File: src/rtl/mem_access_stage.sv
// Memory-access stage: drives a req/ack data bus for word loads and stores, stalls upstream while
// an access is outstanding, and holds the MEM/WB register. Optional: MEM_ACCESS_ALIGN_CHK_EN.
module mem_access_stage #(
    parameter int TIMEOUT_CYCLES = 64,
    parameter int CNT_W          = 7
) (
    input  logic        clk,
    input  logic        rst,
    input  logic [31:0] NPC_IN,
    input  logic [31:0] ALU_C_IN,
    input  logic [31:0] RT_DATA_IN,
    input  logic [4:0]  reg_rd_in,
    input  logic        MEMR_IN,
    input  logic        MEMW_IN,
    input  logic        REGW_IN,
    input  logic        MEM2R_IN,
    input  logic [31:0] dmem_rdata,
    input  logic        dmem_ack,
    output logic        dmem_req,
    output logic        dmem_we,
    output logic [31:0] dmem_addr,
    output logic [31:0] dmem_wdata,
    output logic        mem_stall,
    output logic        bus_err,
    output logic        align_err,
    output logic [31:0] NPC_OUT,
    output logic [31:0] WB_DATA_OUT,
    output logic [4:0]  reg_rd_out,
    output logic        REGW_OUT
);

    typedef enum logic {IDLE, REQ} state_t;

    localparam logic [CNT_W-1:0] TO_LAST = CNT_W'(TIMEOUT_CYCLES == 0 ? 0 : TIMEOUT_CYCLES - 1);

    state_t           state, state_nx;
    logic [CNT_W-1:0] cnt;
    logic             mem_op, misaligned, timeout_hit;
    logic             start, done, abort, misalign_hit;

    assign mem_op = MEMR_IN | MEMW_IN;

`ifdef MEM_ACCESS_ALIGN_CHK_EN
    assign misaligned = (ALU_C_IN[1:0] != 2'b00);
`else
    assign misaligned = 1'b0;
`endif

    assign timeout_hit = (TIMEOUT_CYCLES != 0) && (cnt == TO_LAST);

    always_ff @(posedge clk or negedge rst) begin
        if (!rst) state <= IDLE;
        else      state <= state_nx;
    end

    always_comb begin
        state_nx     = state;
        mem_stall    = 1'b0;
        start        = 1'b0;
        done         = 1'b0;
        abort        = 1'b0;
        misalign_hit = 1'b0;
        case (state)
            IDLE: begin
                if (mem_op) begin
                    if (misaligned) begin
                        misalign_hit = 1'b1;
                    end else begin
                        start     = 1'b1;
                        mem_stall = 1'b1;
                        state_nx  = REQ;
                    end
                end
            end
            REQ: begin
                // ack takes priority over a coincident timeout
                if (dmem_ack) begin
                    done     = 1'b1;
                    state_nx = IDLE;
                end else if (timeout_hit) begin
                    abort    = 1'b1;
                    state_nx = IDLE;
                end else begin
                    mem_stall = 1'b1;
                end
            end
            default: state_nx = IDLE;
        endcase
    end

    always_ff @(posedge clk or negedge rst) begin
        if (!rst) begin
            cnt         <= '0;
            dmem_req    <= 1'b0;
            dmem_we     <= 1'b0;
            dmem_addr   <= '0;
            dmem_wdata  <= '0;
            bus_err     <= 1'b0;
            align_err   <= 1'b0;
            NPC_OUT     <= '0;
            WB_DATA_OUT <= '0;
            reg_rd_out  <= '0;
            REGW_OUT    <= 1'b0;
        end else begin
            bus_err   <= 1'b0;
            align_err <= 1'b0;
            if (start) begin
                // both MEMR and MEMW set resolves to a store via MEMW_IN
                dmem_req   <= 1'b1;
                dmem_we    <= MEMW_IN;
                dmem_addr  <= ALU_C_IN;
                dmem_wdata <= RT_DATA_IN;
                cnt        <= '0;
                REGW_OUT   <= 1'b0;
            end else if (done) begin
                dmem_req    <= 1'b0;
                NPC_OUT     <= NPC_IN;
                reg_rd_out  <= reg_rd_in;
                REGW_OUT    <= REGW_IN;
                WB_DATA_OUT <= MEM2R_IN ? dmem_rdata : ALU_C_IN;
            end else if (abort) begin
                dmem_req    <= 1'b0;
                bus_err     <= 1'b1;
                NPC_OUT     <= NPC_IN;
                reg_rd_out  <= reg_rd_in;
                WB_DATA_OUT <= ALU_C_IN;
                REGW_OUT    <= 1'b0;
            end else if (state == REQ) begin
                cnt      <= cnt + CNT_W'(1);
                REGW_OUT <= 1'b0;
            end else begin
                // plain ALU pass-through, or a misaligned access squashed to a bubble
                NPC_OUT     <= NPC_IN;
                reg_rd_out  <= reg_rd_in;
                WB_DATA_OUT <= ALU_C_IN;
                REGW_OUT    <= REGW_IN & ~misalign_hit;
                align_err   <= misalign_hit;
            end
        end
    end

endmodule

File: config.mk
export PLATFORM = sky130hd
export DESIGN_NAME = mem_access_stage
export DESIGN_NICKNAME = d
export VERILOG_FILES = /design/src/rtl/mem_access_stage.sv
export SDC_FILE = /design/constraint.sdc
export NUM_CORES = 1
export LEC_CHECK = 0
export BUFFER_PORTS_ARGS = -buffer_cell sky130_fd_sc_hd__buf_2
export CAP_MARGIN = 20
export CELL_PAD_IN_SITES_DETAIL_PLACEMENT = 1
export CELL_PAD_IN_SITES_GLOBAL_PLACEMENT = 1
export CORE_MARGIN = 10
export CORE_UTILIZATION = 38
export CTS_CLUSTER_SIZE = 12
export DETAILED_ROUTE_END_ITERATION = 7
export PLACE_DENSITY_LB_ADDON = 0.1
export SYNTH_ARGS = -nofsm -noshare
export SYNTH_HDL_FRONTEND = slang
export SYNTH_SLANG_ARGS = --single-unit
File: constraint.sdc
create_clock -name clk -period 4.8 [get_ports clk]
set_input_delay 0.24 -clock clk [delete_from_list [all_inputs] [get_ports clk]]
set_output_delay 0.24 -clock clk [all_outputs]
set_load 0.005 [all_outputs]
# After elaboration in Yosys (flattened, before gate mapping)
# Index checks and enable logic that the tools add are counted.
[word_totals] reg_bits=145 latch_bits=0 ramBits=0 romBits=0 in_bits=140 out_inout_bits=139 word_cells=57 mem_count=0
[op_classes] add_sub_neg=1 n_mul=0 n_div=0 n_lt_le_gt_ge=0 n_eq_ne=4 n_shift=0 muxes=34 bitwise=3 n_reduce_logical=4
[op_table] operator="two-way mux 32 bit" n=7
[op_table] operator="two-way mux 7 bit" n=4
[op_table] operator="two-way mux 1 bit" n=19
[op_table] operator="two-way mux 5 bit" n=3
[op_table] operator="adder 7 x 1 -> 7 bit, second input constant" n=1
[op_table] operator="equality test 7 x 6 -> 1 bit, second input constant" n=1
[op_table] operator="!= test 2 bit, second input constant" n=2
[op_table] operator="!= test 3 x 1 -> 1 bit, second input constant" n=1
[op_table] operator="AND reduction 3 bit" n=1
[op_table] operator="nonzero test 3 bit" n=1
[op_table] operator="NOT 1 bit" n=2
[op_table] operator="case mux 1 bit (2 select lines)" n=1
[op_table] operator="AND reduction 2 bit" n=1
[op_table] operator="nonzero test 2 bit" n=1
[op_table] operator="OR 1 bit" n=1

# Logic depth before layout (Yosys ltp)
# Gate-level depths: netlist of the first run.
[logic_depth] depth_word=7 ltp_mapped=7 depth_no_buf=5

# Least setup slack after synthesis of the first run
# Ideal clock, no wire load.
[synth_timing] path_type="register -> register" start="register cnt[0]" end="register NPC_OUT[22]" setup_ps=125 t_arrival_ps=1622 t_required_ps=4675 setup_slack_ps=3054 path_stages_with_launch=7 path_buffers=1 synth_period_minus_slack_ps=1746 path_cell_list="dfrtp_1 > ha_1 > nand4_1 > nor2_4 > a21oi_4 > buf_6 > mux2_2"
[synth_between] elab_chain_len=6 word_cells_on_any_way=8 cone_classes="2 x eq/ne; 5 x mux; 1 x reduce/logical"
[synth_rtl] element="start: declaration" line="37" rtl="logic [CNT_W-1:0] cnt;"
[synth_rtl] element="start signal: assignment" line="129" rtl="cnt <= cnt + CNT_W'(1);"
[synth_rtl] element="equality test 7 x 6 -> 1 bit *" line="49" rtl="assign timeout_hit = (TIMEOUT_CYCLES != 0) && (cnt == TO_LAST);"
[synth_rtl] element="two-way mux 1 bit *" line="80" rtl="end else if (timeout_hit) begin"
[synth_rtl] element="two-way mux 1 bit *" line="77" rtl="if (dmem_ack) begin"
[synth_rtl] element="two-way mux 1 bit *" line="63" rtl="case (state)"
[synth_rtl] element="!= test 3 x 1 -> 1 bit (no source line) or two-way mux 32 bit (tied branches)"
[synth_rtl] element="AND reduction 2 bit (no source line) or two-way mux 32 bit (tied branches)"
[synth_rtl] element="end signal: assignment" line="100" rtl="NPC_OUT <= '0;"
[synth_rtl] element="end signal: assignment" line="117" rtl="NPC_OUT <= NPC_IN;"
[synth_rtl] element="end signal: assignment" line="124" rtl="NPC_OUT <= NPC_IN;"
[synth_rtl] element="end: declaration" line="26" rtl="output logic [31:0] NPC_OUT,"
# Every way passes the cells marked *; elsewhere a longest branch is shown, timed or not.
# A chain may end at the register's enable or synchronous reset.

# Worst setup path after layout of the first run
[layout_timing] start="register cnt[0]" end="output mem_stall"
[layout_between] elab_chain_len=4
[layout_rtl] element="equality test 7 x 6 -> 1 bit" line="49"
[layout_rtl] element="two-way mux 1 bit" line="80"
[layout_rtl] element="two-way mux 1 bit" line="77"
[layout_rtl] element="case mux 1 bit (2 select lines)" line="63"
[layout_rtl] element="end: declaration" line="23" rtl="output logic mem_stall,"
# No other way between the ends.

==> results of run 1 <==
## layout make-up
class | instances | area, um^2 | area share
flip-flops and latches | 145 | 3630 | 0.450
repair buffers | 282 | 1430 | 0.178
inverters | 1 | 3.75 | 0.000466
well taps | 211 | 264 | 0.0328
clock buffers | 22 | 474 | 0.0589
multi-input cells | 333 | 2140 | 0.266
clock inverters | 10 | 109 | 0.0135
## layer usage
metal / global-route usage / up-vias / part of all wire
met4: 0.0613 / 2 / 0.014
met1: 0.197 / 2280 / 0.41
met3: 0.0795 / 21 / 0.094
li1: - / 2204 / -
met5: 0 / - / 0.00069
met2: 0.287 / 179 / 0.48
## cell usage in the layout (no fill, tap or decap), types with 3 or more instances in the layout
cell type	netlist	routed
clkbuf_16	0	17
o211ai_1	3	3
and3_1	3	3
dfrtp_1	145	145
clkbuf_8	0	3
mux2_1	5	5
clkinv_2	0	5
mux2_2	97	97
buf_2	5	276
nand2_1	196	196
buf_4	1	4
## metrics by stage
stage | utilization | hold WS (ns) | area [um^2]
CTS | 0.528 | 0.000844 | 8060
finish | 0.528 | 0.0194 | 8060
global placement | 0.489 | 0.423 | 7460
global route | 0.528 | 0.0130 | 8060
floorplan | - | -0.0556 | 5930
detailed placement | 0.489 | 0.431 | 7460
## state kept, by name, indices dropped and copies added, names as in the netlist
signal and count:
dmem_req 1, cnt 7, REGW_OUT 1, dmem_we 1, bus_err 1, reg_rd_out 5, NPC_OUT 32, dmem_addr 32
WB_DATA_OUT 32, dmem_wdata 32, state 1
## critical path, cell delays in order, from the launching register on
cell and delay (ns):
dfrtp_1 0.42, ha_1 0.25, nand4_1 0.18, nor2_4 0.09, a21oi_4 0.53, buf_4 0.68
buf_2 0.24
## final timing paths
| path | endpoint | slack [ns] | depth (start not counted) |
|---|---|---|---|
| setup / recovery | mem_stall | 1.71 | 6 |
| hold / removal | dmem_wdata[28]$_DFFE_PN0N_ | 0.02 | 3 |
| setup reg to reg | NPC_OUT[13]$_DFFE_PN0P_ | 2.06 | 6 |
| hold reg to reg | dmem_wdata[0]$_DFFE_PN0N_ | 0.47 | 2 |
| max in group asynchronous | dmem_addr[21]$_DFFE_PN0N_ | 3.10 | 3 |
| min in group asynchronous | dmem_wdata[27]$_DFFE_PN0N_ | 0.52 | 2 |
## power groups by stage
stage	Combinational (mW)	Clock [mW]	Sequential, mW
after detailed placement	0.722	0	1.58
final	0.700	1.30	1.56
after global routing	0.786	1.39	1.59
after global placement	0.700	0	1.56
after floorplan	0.298	0	1.59
after CTS	0.726	1.33	1.56
## cell families (layout without fill, tap and decap cells)
| family | Yosys count | in the layout | synth area share |
|---|---|---|---|
| and+or+nand+nor | 215 | 215 | 0.143 |
| DFF | 145 | 145 | 0.611 |
| muxes | 103 | 103 | 0.196 |
| buffers and inverters | 28 | 315 | 0.0295 |
| AOI/OAI and AO/OA | 13 | 13 | 0.0173 |
| adders and majority gates | 1 | 1 | 0.00211 |
| other | 1 | 1 | 0.000632 |
## synth_stat cells, drive strengths merged
cell     instances  area (um^2)
nand2          196          736
dfrtp          145         3630
mux2           103         1160
buf             14          123
clkbuf          13         48.8
nor2             4         22.5
a21oi            3         26.3
and3             3         18.8
nand3            3         15.0
o211ai           3         22.5
nand2b           2         12.5
nor3             2         10.0
o31ai            2         15.0
or2              2         12.5
a211oi           1         7.51
a2bb2oi          1         8.76
a41oi            1         8.76
and4             1         8.76
conb             1         3.75
ha               1         12.5
inv              1         3.75
nand4            1         6.26
nor2b            1         6.26
o21ai            1         5.00
o32ai            1         8.76
==> impl_metrics.toml, run 1 <==
[critical_path]
crit_type = "reg -> out"
timing.critical_path.from = "cnt[0]$_DFFE_PN0P_"
worst_ep_arrival_time_ns = 2.85
regToRegStartpoint = "cnt[0]$_DFFE_PN0P_"
critPathLaunchType = "flip-flop"
cp.required_ns = 4.56
worst-path-max-fanout = 56
setup.worst_path.end_class = "output pin"

[die]
dieHeight_um = 145
dieArea_um2 = 21000
die_width_um = 145
start_util = 0.389
rows = 45
core_area_um2 = 15300
io_pins = 279

[power_and_ir_drop]
switching_share = 0.270
irDropWorstVdd_uv = 243
power.combinational.fraction = 0.197
static-leakage-power_nw = 4.24
power.share.sequential = 0.438
total_switching_power_mw = 0.961
power_mw = 3.56
cellInternalPower_mw = 2.59
power.clock.fraction = 0.365
power_per_cell_area_nw_per_um2 = 441

[yosys]
synth.avg_cell_area_um2 = 11.7
post_synthesis_cell_type_count = 31
synthesis.yosys.warnings = 0
share_of_synthesized_area_occupied_by_flip_flops_and_latches = 0.611
syn-num-nets = 647
synthesized_flop_and_latch_total = 145
post_synth_inst_count = 506
syn_area_um2 = 5930

[global_routing]
globalRouteOverflowTotal = 0
grt_pass1_wl_mm = 29.6
globalRouteTotalUtil = 0.175
antenna_found_initial = 2
grt_pass1_vias = 5266
grt_max_degree = 105

[clock_tree]
tritoncts = "built"
clock_tree.htree_level_count = 4
post-cts-setup-buffer-count = 0
cts_root_buffer = "clkbuf_16"
cts.hold.buffers_added = 1
cts-root-to-sink-buffers = 2
clk_latency_ns = 0.41
clk_transition_reported_paths_ns = 0.06
tritoncts_num_sinks = 145
cts-buffers-inserted = 17
post_cts_resized = 0

[cells_and_area]
design.final.nets = 921
layout-drive-gt1-share = 0.523
layoutNonFillerInstCount = 1004
area_growth_syn_to_layout_pct = 35.7
antenna_cells = 0
fillerInstances = 1724

[route]
wl_per_cell_um = 18.6
wirelength_mm = 18.7
drt_pre_antenna_iters = 4
vias_per_cell = 4.67
drtAntennaViolNets = 0
detail_route.drc_violations = 0
detail_route.iter0.violations = 172
route.vias.total = 4686

[timing]
fmaxAchievable_mhz = 323
max_transition_margin = 0.365
hold_fails_final_rpt = 0
setup_viol = 0
worstMarginPinSlew_ns = 0.953
finalSetupTns_ns = 0
post-route-period-util = 0.644
min_period_ns = 3.09
max_clock_skew_ns = 0.00815
rsz0062_at_grt = "no"
maxSlewViolCount = 0
setup_slack_ns = 1.71

[placement]
gp_routability_congestion = 0.756
portBuffers = 277
detailed_place_hpwl_mm = 14.1
place_worst_setup_slack_ns = 2.05
placed_cells = 971

[worst_hold_path]
min_path_type = "in -> reg"
hold_start = "RT_DATA_IN[28]"

[status]
outcome = "finished, final reports clean"

[run]
drv.max_cap_violation_count = 0
Note: power is estimated with default switching activity, not from simulation.
==> inputs of run 2 (changes only) <==
--- a/config.mk
+++ b/config.mk
@@ -10,7 +10,7 @@
 export CELL_PAD_IN_SITES_DETAIL_PLACEMENT = 1
 export CELL_PAD_IN_SITES_GLOBAL_PLACEMENT = 1
 export CORE_MARGIN = 10
-export CORE_UTILIZATION = 38
+export CORE_UTILIZATION = 31
 export CTS_CLUSTER_SIZE = 12
 export DETAILED_ROUTE_END_ITERATION = 7
 export PLACE_DENSITY_LB_ADDON = 0.1
==> constraint.sdc (replaced) <==
create_clock -name clk -period 2.5 [get_ports clk]
set_input_delay 0.125 -clock clk [delete_from_list [all_inputs] [get_ports clk]]
set_output_delay 0.125 -clock clk [all_outputs]
set_load 0.005 [all_outputs]
==> run 2 against run 1 <==
Against the previous run:
- sequential power up 92%
- worst hold slack improved by 0.018 ns
- sequential cell count did not move
- non-clock buffer count rose by 107
- critical path type unchanged
- critical path depth did not move
- clock skew is 0.0067 ns higher
- final cell count rose by 13%
- via count up 9.3%
- highest routed layer unchanged
- combinational power rose by 120%
- critical endpoint unchanged
- first-iteration DRC count shrank 21%
- largest cell class unchanged
- global-route usage fell by 0.58 points
- total power increased by 95%
==> impl_metrics.toml, run 2 (synthesized netlist as in run 1, its figures left out) <==
[timing]
hold_fails_final_rpt = 0
max_clock_skew_ns = 0.0148
post-route-period-util = 0.879
min_period_ns = 2.20
setup_slack_ns = 0.302
setup_viol = 0
fmaxAchievable_mhz = 455
rsz0062_at_grt = "no"
finalSetupTns_ns = 0
maxSlewViolCount = 0
max_transition_margin = 0.615
worstMarginPinSlew_ns = 0.578

[status]
outcome = "finished, final reports clean"

[critical_path]
worst_ep_arrival_time_ns = 2.07
worst-path-max-fanout = 71
critical_path.reg2reg.endpoint = "WB_DATA_OUT[13]$_DFFE_PN0P_"
register_to_register_path_setup_slack_ns = 0.44
crit_type = "reg -> out"
slowest_stage = "dfrtp_1"
regToRegStartpoint = "state$_DFF_PN0_"
r2r_depth = 4
critPathLaunchType = "flip-flop"
crit_path_cell_trace = "ha_1 > nand4_1 > nor2_4 > a21oi_4 > buf_12 > buf_2"
cp.required_ns = 2.38
timing.critical_path.slowest_cell_delay_ns = 0.42
setup.worst_path.end_class = "output pin"

[clock_tree]
post_cts_resized = 0
cts-buffers-inserted = 17
clock_tree.htree_level_count = 4
cts-root-to-sink-buffers = 2
post-cts-setup-buffer-count = 0
tritoncts_num_sinks = 145
clk_latency_ns = 0.42
cts.hold.buffers_added = 105
cts_root_buffer = "clkbuf_16"
tritoncts = "built"
clk_transition_reported_paths_ns = 0.06

[cells_and_area]
design.final.nets = 1028
area_growth_syn_to_layout_pct = 54.6
layoutNonFillerInstCount = 1136
mostFrequentLayoutCells = "buf_2 (276), nand2_1 (196), dfrtp_1 (145), dlygate4sd3_1 (105), mux2_2 (97)"
layout-drive-gt1-share = 0.466
mostFrequentLayoutCell = "buf_2"

[placement]
detailed_place_hpwl_mm = 15.2
gp_routability_congestion = 0.773
place_worst_setup_slack_ns = 0.432
portBuffers = 277
placed_cells = 997

[route]
highest-signal-layer = "met5"
drt_pre_antenna_iters = 4
met2_wirelength_mm = 10.5
wirelength_mm = 21.2
vias_per_cell = 4.51
detail_route.drc_violations = 0
met1_length_mm = 7.94
wl_per_cell_um = 18.6
detail_route.iter0.violations = 136
routed-wl-met3_mm = 2.24
drtAntennaViolNets = 0
route.vias.total = 5124

[global_routing]
grt_max_degree = 72
globalRouteTotalUtil = 0.170
antenna_found_initial = 3
globalRouteOverflowTotal = 0
grt_pass1_wl_mm = 33.2
grt_pass1_vias = 6021

[worst_hold_path]
min_path_type = "in -> reg"
hold_depth = 3
hold_start = "MEMR_IN"
worstHoldEndpoint = "dmem_req$_DFFE_PN0P_"

[die]
rows = 50
dieArea_um2 = 25100
dieHeight_um = 158
start_util = 0.316
io_pins = 279
die_width_um = 158
core_area_um2 = 18800

[run]
drv.max_cap_violation_count = 0

[power_and_ir_drop]
power_per_cell_area_nw_per_um2 = 755
irDropWorstVdd_uv = 471
power_mw = 6.93
static-leakage-power_nw = 4.70
[run 2: changes by cell type in the layout (fill, tap and decap cells not counted)]
cell	change
inv_6	+1
clkbuf_8	-2
clkbuf_1	-1
buf_4	-1
diode_2	+2
clkinv_4	+3
dlygate4sd3_1	+104
buf_12	+4
bufinv_16	-1
[run 2: critical path: cells and delay by family, from the launching register on]
kind | cells | cell delay [ns]
fa+ha+maj | 1 | 0.24
flops | 1 | 0.42
buf+inv | 2 | 0.55
simple gates | 2 | 0.25
compound gates | 1 | 0.17
[run 2: metal layers]
metal / track usage / vias up
met1: 0.179 / 2486
met3: 0.0818 / 26
met2: 0.290 / 185
li1: - / 2425
met4: 0.0569 / 2
met5: 0 / -
[run 2: worst max-delay path by stage]
stage	startpoint	end	cells past startpoint
after CTS	cnt[0]$_DFFE_PN0P_	mem_stall	6
final	cnt[0]$_DFFE_PN0P_	mem_stall	6
after global placement	state$_DFF_PN0_	WB_DATA_OUT[30]$_DFFE_PN0P_	4
after global routing	cnt[0]$_DFFE_PN0P_	mem_stall	6
after floorplan	cnt[0]$_DFFE_PN0P_	NPC_OUT[22]$_DFFE_PN0P_	6
after detailed placement	state$_DFF_PN0_	WB_DATA_OUT[13]$_DFFE_PN0P_	4
[run 2: power by group]
part / switching [mW] / internal, mW / total (mW)
sequential: 0.227 / 2.77 / 2.99
combinational: 0.720 / 0.796 / 1.52
clock: 1.02 / 1.39 / 2.42
total: 1.97 / 4.96 / 6.93
[run 2: area by class of cell]
cell class / instances / area (um^2)
diodes: 2 / 5.00
multi-input cells: 333 / 2140
fillers: 2075 / 9590
repair buffers: 389 / 2550
clock inverters: 13 / 114
flip-flops and latches: 145 / 3630
inverters: 1 / 3.75
clock buffers: 19 / 443
well taps: 234 / 293
[run 2: through the flow]
step,cell area [um^2],hold WS [ns],utilization
after floorplan,5930,-0.171,-
after global placement,7560,0.0913,0.403
after detailed placement,7560,0.0971,0.403
after CTS,9170,0.0202,0.489
after global routing,9170,0.0575,0.489
final,9180,0.0374,0.489
